[config.mk]
export PLATFORM = sky130hd
export DESIGN_NAME = dram_responder
export DESIGN_NICKNAME = d
export VERILOG_FILES = /design/src/rtl/dram_responder.sv
export SDC_FILE = /design/constraint.sdc
export NUM_CORES = 1
export LEC_CHECK = 0
export ABC_AREA = 1
export BUFFER_PORTS_ARGS = -buffer_cell sky130_fd_sc_hd__buf_4
export CAP_MARGIN = 20
export CORE_ASPECT_RATIO = 1.4
export CORE_UTILIZATION = 42
export DETAILED_ROUTE_END_ITERATION = 16
export HOLD_SLACK_MARGIN = 0.03
export PLACE_DENSITY = 0.84
export SYNTH_ARGS = -nofsm -noshare
export SYNTH_HDL_FRONTEND = slang
export SYNTH_SLANG_ARGS = --single-unit
export TNS_END_PERCENT = 100
[constraint.sdc]
create_clock -name clk -period 1.2 [get_ports clk]
set_input_delay 0.06 -clock clk [delete_from_list [all_inputs] [get_ports clk]]
set_output_delay 0.06 -clock clk [all_outputs]
set_load 0.005 [all_outputs]
[src/rtl/dram_responder.sv]
// ---------------------------------------------------------------------------
// dram_responder
//
// Memory-side responder for the data-cache miss-repair handshake. Accepts one
// request at a time from the cache controller, waits a fixed access latency,
// then returns one data word with a single-cycle mem_ready strobe.
//
// Handshake: mem_req is a level held by the controller until it sees
// mem_ready. mem_req is sampled only in IDLE. Once a request is taken, the
// access always completes with exactly one mem_ready pulse, even if mem_req
// drops meanwhile. The FSM then parks in RELEASE until mem_req is low, so a
// request held high across its response is never served twice.
//
// Optional feature macro: DRAM_WRITE_EN
//   defined   : mem_we/mem_wdata honoured. The write commits at the edge
//               entering RESP, and the response echoes the written word.
//   undefined : every request is a read. Storage is read-only and word i
//               holds i[data-1:0].
//
// Ports:
//   clk              in   single clock, rising edge
//   rst              in   asynchronous active-low reset
//   mem_req          in   request level from cache controller
//   mem_addr[31:0]   in   byte address of the request
//   mem_we           in   1 = write, 0 = read (sampled with mem_req)
//   mem_wdata        in   write data (sampled with mem_req)
//   mem_ready        out  one-cycle response strobe
//   dram_data_output out  response data, valid while mem_ready = 1
//   busy             out  high whenever the FSM is not in IDLE
// ---------------------------------------------------------------------------
module dram_responder #(
    parameter int data      = 11,
    parameter int mem_words = 2048,
    parameter int addr_lsb  = 3,
    parameter int latency   = 4
) (
    input  logic            clk,
    input  logic            rst,
    input  logic            mem_req,
    input  logic [31:0]     mem_addr,
    input  logic            mem_we,
    input  logic [data-1:0] mem_wdata,
    output logic            mem_ready,
    output logic [data-1:0] dram_data_output,
    output logic            busy
);

    localparam int IW = $clog2(mem_words);
    localparam int CW = $clog2(latency + 1);

    typedef enum logic [1:0] {
        IDLE    = 2'd0,
        WAIT    = 2'd1,
        RESP    = 2'd2,
        RELEASE = 2'd3
    } state_t;

    state_t          state;
    state_t          state_nx;
    logic [CW-1:0]   cnt;
    logic [IW-1:0]   idx_q;
    logic            we_q;
    logic [data-1:0] wdata_q;

    // Two-flop deassertion: reset assertion reaches the FSM immediately,
    // but the FSM may only leave IDLE after two clean edges out of reset.
    logic [1:0]      rst_sync;
    logic            run_ok;

    logic [IW-1:0]   addr_idx;
    logic            req_we;
    logic            accept;
    logic [IW-1:0]   cur_idx;
    logic            cur_we;
    logic [data-1:0] cur_wdata;
    logic [data-1:0] rd_word;
    logic [data-1:0] resp_word;
    logic            unused_in;

    always_ff @(posedge clk or negedge rst) begin
        if (!rst) begin
            rst_sync <= 2'b00;
        end else begin
            rst_sync <= {rst_sync[0], 1'b1};
        end
    end

    assign run_ok = rst_sync[1];

    // Upper address bits are ignored, so addresses wrap modulo mem_words.
    assign addr_idx = mem_addr[addr_lsb + IW - 1 : addr_lsb];

`ifdef DRAM_WRITE_EN
    assign req_we    = mem_we;
    assign unused_in = ^mem_addr;
`else
    assign req_we    = 1'b0;
    assign unused_in = ^{mem_addr, mem_we};
`endif

    assign accept = (state == IDLE) && mem_req && run_ok;

    // With latency 1 the response is produced straight from IDLE, so the
    // access uses the live request fields rather than the latched copies.
    assign cur_idx   = (state == IDLE) ? addr_idx  : idx_q;
    assign cur_we    = (state == IDLE) ? req_we    : we_q;
    assign cur_wdata = (state == IDLE) ? mem_wdata : wdata_q;

`ifdef DRAM_WRITE_EN
    typedef logic [data-1:0] store_t [mem_words];

    function automatic store_t store_init();
        store_t s;
        for (int i = 0; i < mem_words; i++) begin
            s[i] = data'(i);
        end
        return s;
    endfunction

    // Storage is deliberately outside the reset domain: a reset must leave
    // previously committed writes intact.
    store_t store = store_init();

    always_ff @(posedge clk) begin
        if ((state_nx == RESP) && cur_we) begin
            store[cur_idx] <= cur_wdata;
        end
    end

    assign rd_word = store[cur_idx];
`else
    // Read-only contents are the word index itself, so no array is needed.
    assign rd_word = data'(cur_idx);
`endif

    assign resp_word = cur_we ? cur_wdata : rd_word;

    always_comb begin
        state_nx = state;
        case (state)
            IDLE: begin
                if (accept) begin
                    state_nx = (latency == 1) ? RESP : WAIT;
                end
            end
            WAIT: begin
                if (cnt == '0) begin
                    state_nx = RESP;
                end
            end
            RESP: begin
                state_nx = RELEASE;
            end
            RELEASE: begin
                if (!mem_req) begin
                    state_nx = IDLE;
                end
            end
            default: begin
                state_nx = IDLE;
            end
        endcase
    end

    always_ff @(posedge clk or negedge rst) begin
        if (!rst) begin
            state            <= IDLE;
            cnt              <= '0;
            idx_q            <= '0;
            we_q             <= 1'b0;
            wdata_q          <= '0;
            mem_ready        <= 1'b0;
            dram_data_output <= '0;
        end else begin
            state <= state_nx;
            if (accept) begin
                idx_q   <= addr_idx;
                we_q    <= req_we;
                wdata_q <= mem_wdata;
                cnt     <= CW'(latency - 1);
            end else if ((state == WAIT) && (cnt != '0)) begin
                cnt <= cnt - 1'b1;
            end
            // Strobe and data are registered on the edge entering RESP.
            mem_ready <= (state_nx == RESP);
            if (state_nx == RESP) begin
                dram_data_output <= resp_word;
            end
        end
    end

    assign busy = (state != IDLE);

endmodule

==> results.md <==
- CTS tree: yes
- Hold depth: 3
- Routability Congestion: approximately 0.73
- Yosys reg bits: 30
- Critical-path cell list: inv_2 -> ha_4 -> nand2_4 -> nor2_4 -> buf_2 -> nand2_1 -> nand2_1
- Overall Power: about 4.7 mW
- R2r startpoint: cnt[0]$_DFFE_PN0P_
- Initial DRC count: 39
- Mapped Nets: around 230
- P_leak: around 1.1 nW
- Drt pass-1 iters: 4
- Die W: ~50 um
- Top cells by area, synth: dfrtp_1, nand2_1, nand3_1, inv_1, ha_1
- Final Cycle Share: 0.989
- Area added between synthesis and finish: 35.2%
- Skew final: about 0.0082 ns
- FF-to-FF path depth: 7
- Clk buf depth: 2
- Final Util: 0.603
- Mapped Cells: 176
- Row count: 24
- ANT cells: 0
- Num Clock Sinks: 30
- Multi-input gate area: just under 600 um2
- Critical path class: flip-flop to flip-flop
- Critical path required time: between 1 and 1.5 ns
- Pins over their slew limit: 0
- Total area of sequential cells: 751 um2
- Post-route ant nets: 0
- Dpl ws: -0.0246 ns
- RSZ-0062 raised after global routing: true
- Worst hold endpoint: idx_q[4]$_DFFE_PN0P_
- Setup crit start kind: flip-flop
- Clk root buf: clkbuf_8
- Hold Crit Class: primary input to flip-flop
- Cell accounting for the most synthesized area: dfrtp_1
- Num CTS Buffers: 5
- Delay of the slowest critical-path stage: between 0.3 and 0.4 ns
- R2R Setup Slk: ~0.014 ns
- Nets: between 200 and 300
- Vias in the first global route: ~1100
- Pwr/cell area: ~2500 mW/mm2
- H-tree depth: 2
- Fmax: roughly 840 MHz
- Post-synthesis sequential area ratio: 0.539
- Routed WL: 2870 um
- Maximum VDD drop: around 1600 uV
- Synth cell types: 15
- Mean Syn Cell Area: between 7 and 8 um2
- Buffers on Ports: 26
- Hold Crit Start: mem_addr[7]
- Post-layout worst setup margin: between 0.01 and 0.015 ns
- Antenna violations before repair: 0
- DR DRC count: 0
- CP max-delay cell: dfrtp_1
- CP Capture Type: flip-flop
- Largest net degree at the start of global routing: 31
- Fin cells: between 200 and 300
- Detailed-route wire length per cell: roughly 11 um
- Setup TNS: 0 ns
- R2R Path End: dram_data_output[10]$_DFFE_PN0N_
- Crit Path Max Fanout: 4
- Outcome: finished, final reports clean
- CP arrival: 1.41 ns
- Tmin final: 1.19 ns
- Clock latency on the worst-skew pair: 0.29 ns
- Die H: 70.1 um
- Max-Cap Viols: 0
- Synth Warn #: 0
- Top-area cell type share of the netlist area: 0.539
- Starting Density: 0.446
- Vias per cell: ~4.7
- Cell mode on critical path: nand2_1
- Final setup fails: 0
- Grt total ovfl: 0
- First-pass GRT wire length: around 4700 um
- FILL cells: 275
- Core Region: approximately 0.0031 mm2
- Die area: between 0.003 and 0.004 mm2
- Cells after DPL: ~240
- Final Hold Viols: 0
- Clock-pin transition on the worst setup and hold timing paths: around 0.060 ns
- Mapped Area: 0.00139 mm2
- Via count: between 1000 and 1500
- I/O Pins: 60
- Total GRT Usage: 0.180
- Layout cell share with drive strength beyond 1: 0.266
- Post-DP HPWL: between 1500 and 2000 um
-- how the worst max path moves through the flow --
stage                             startpoint  cells past startpoint                          endpoint
after global routing      cnt[0]$_DFFE_PN0P_                      7   dram_data_output[3]$_DFFE_PN0N_
after global placement    cnt[1]$_DFFE_PN0P_                      7   dram_data_output[5]$_DFFE_PN0N_
after floorplan           cnt[0]$_DFFE_PN0P_                      8   dram_data_output[1]$_DFFE_PN0N_
final                     cnt[0]$_DFFE_PN0P_                      7  dram_data_output[10]$_DFFE_PN0N_
after CTS                 cnt[1]$_DFFE_PN0P_                      7   dram_data_output[4]$_DFFE_PN0N_
after detailed placement  cnt[1]$_DFFE_PN0P_                      7   dram_data_output[4]$_DFFE_PN0N_
-- kinds of logic (layout without fill, tap and decap cells) --
family,Yosys count,count (layout),share of synthesized area
fa+ha+maj,2,2,0.0180
flops,30,30,0.539
buf+inv,16,62,0.0620
compound gates,1,1,0.00359
other cells,1,1,0.00269
simple gates,126,126,0.375
-- cells in the mapped netlist (all sizes together) --
| master | n |
|---|---|
| buf | 7 |
| conb | 1 |
| dfrtp | 30 |
| ha | 2 |
| inv | 9 |
| nand2 | 102 |
| nand3 | 17 |
| nor2 | 7 |
| o21ai | 1 |
-- layer usage --
metal,up-vias,share of wire,global-route usage
met1,571,0.42,0.207
met4,0,0.018,0.0802
met2,30,0.52,0.299
met3,8,0.039,0.0545
li1,622,-,-
met5,-,0,0
-- worst max-delay path: cells and delay by family (launching register included) --
| family | cells | cell delay (ns) |
|---|---|---|
| flip-flops | 1 | 0.39 |
| AND/OR/NAND/NOR | 4 | 0.34 |
| buffers and inverters | 2 | 0.26 |
| adder cells (fa/ha/maj) | 1 | 0.15 |
-- flip-flops by register name, indices dropped and copies added, names as in the netlist --
signal and cells:
mem_ready 1, cnt 3, rst_sync 2, dram_data_output 11, idx_q 11, state 2
-- cell usage in the layout (no fill, tap or decap) --
cell type and n:
buf_2 1, buf_4 34, buf_6 1, clkbuf_8 6
clkinv_2 1, clkinvlp_4 1, conb_1 1, dfrtp_1 30
dlygate4sd3_1 9, ha_2 1, ha_4 1, inv_1 4
inv_2 4, inv_6 1, nand2_1 96, nand2_2 3
nand2_4 3, nand3_1 17, nor2_1 5, nor2_4 2
o21ai_0 1
-- through the flow --
stage                     hold slack [ns]  area, um2
after CTS                          0.0309       1840
after floorplan                    -0.236       1400
final                              0.0292       1880
after global routing               0.0390       1880
after detailed placement           0.0113       1640
after global placement            0.00794       1640
-- power breakdown --
group,internal (mW),switching (mW)
Clock,0.460,0.387
Combinational,0.974,1.15
Sequential,1.45,0.263
-- repair_timing --
action	CTS	global route
pin swaps	1	5
hold endpoints to repair	38	0
hold buffers	9	0
gates resized for setup	3	8
setup buffers	0	2
gates cloned	0	1
endpoints found under the setup margin	12	14
-- area by class of cell --
cell class	count	share of cell area
Clock buffer	6	0.0439
Inverter	9	0.0206
Tap cell	39	0.0259
Timing Repair Buffer	45	0.192
Multi-Input combinational cell	130	0.312
Sequential cell	30	0.399
Clock inverter	2	0.00664
No activity file was read; power rests on OpenSTA's default activity.
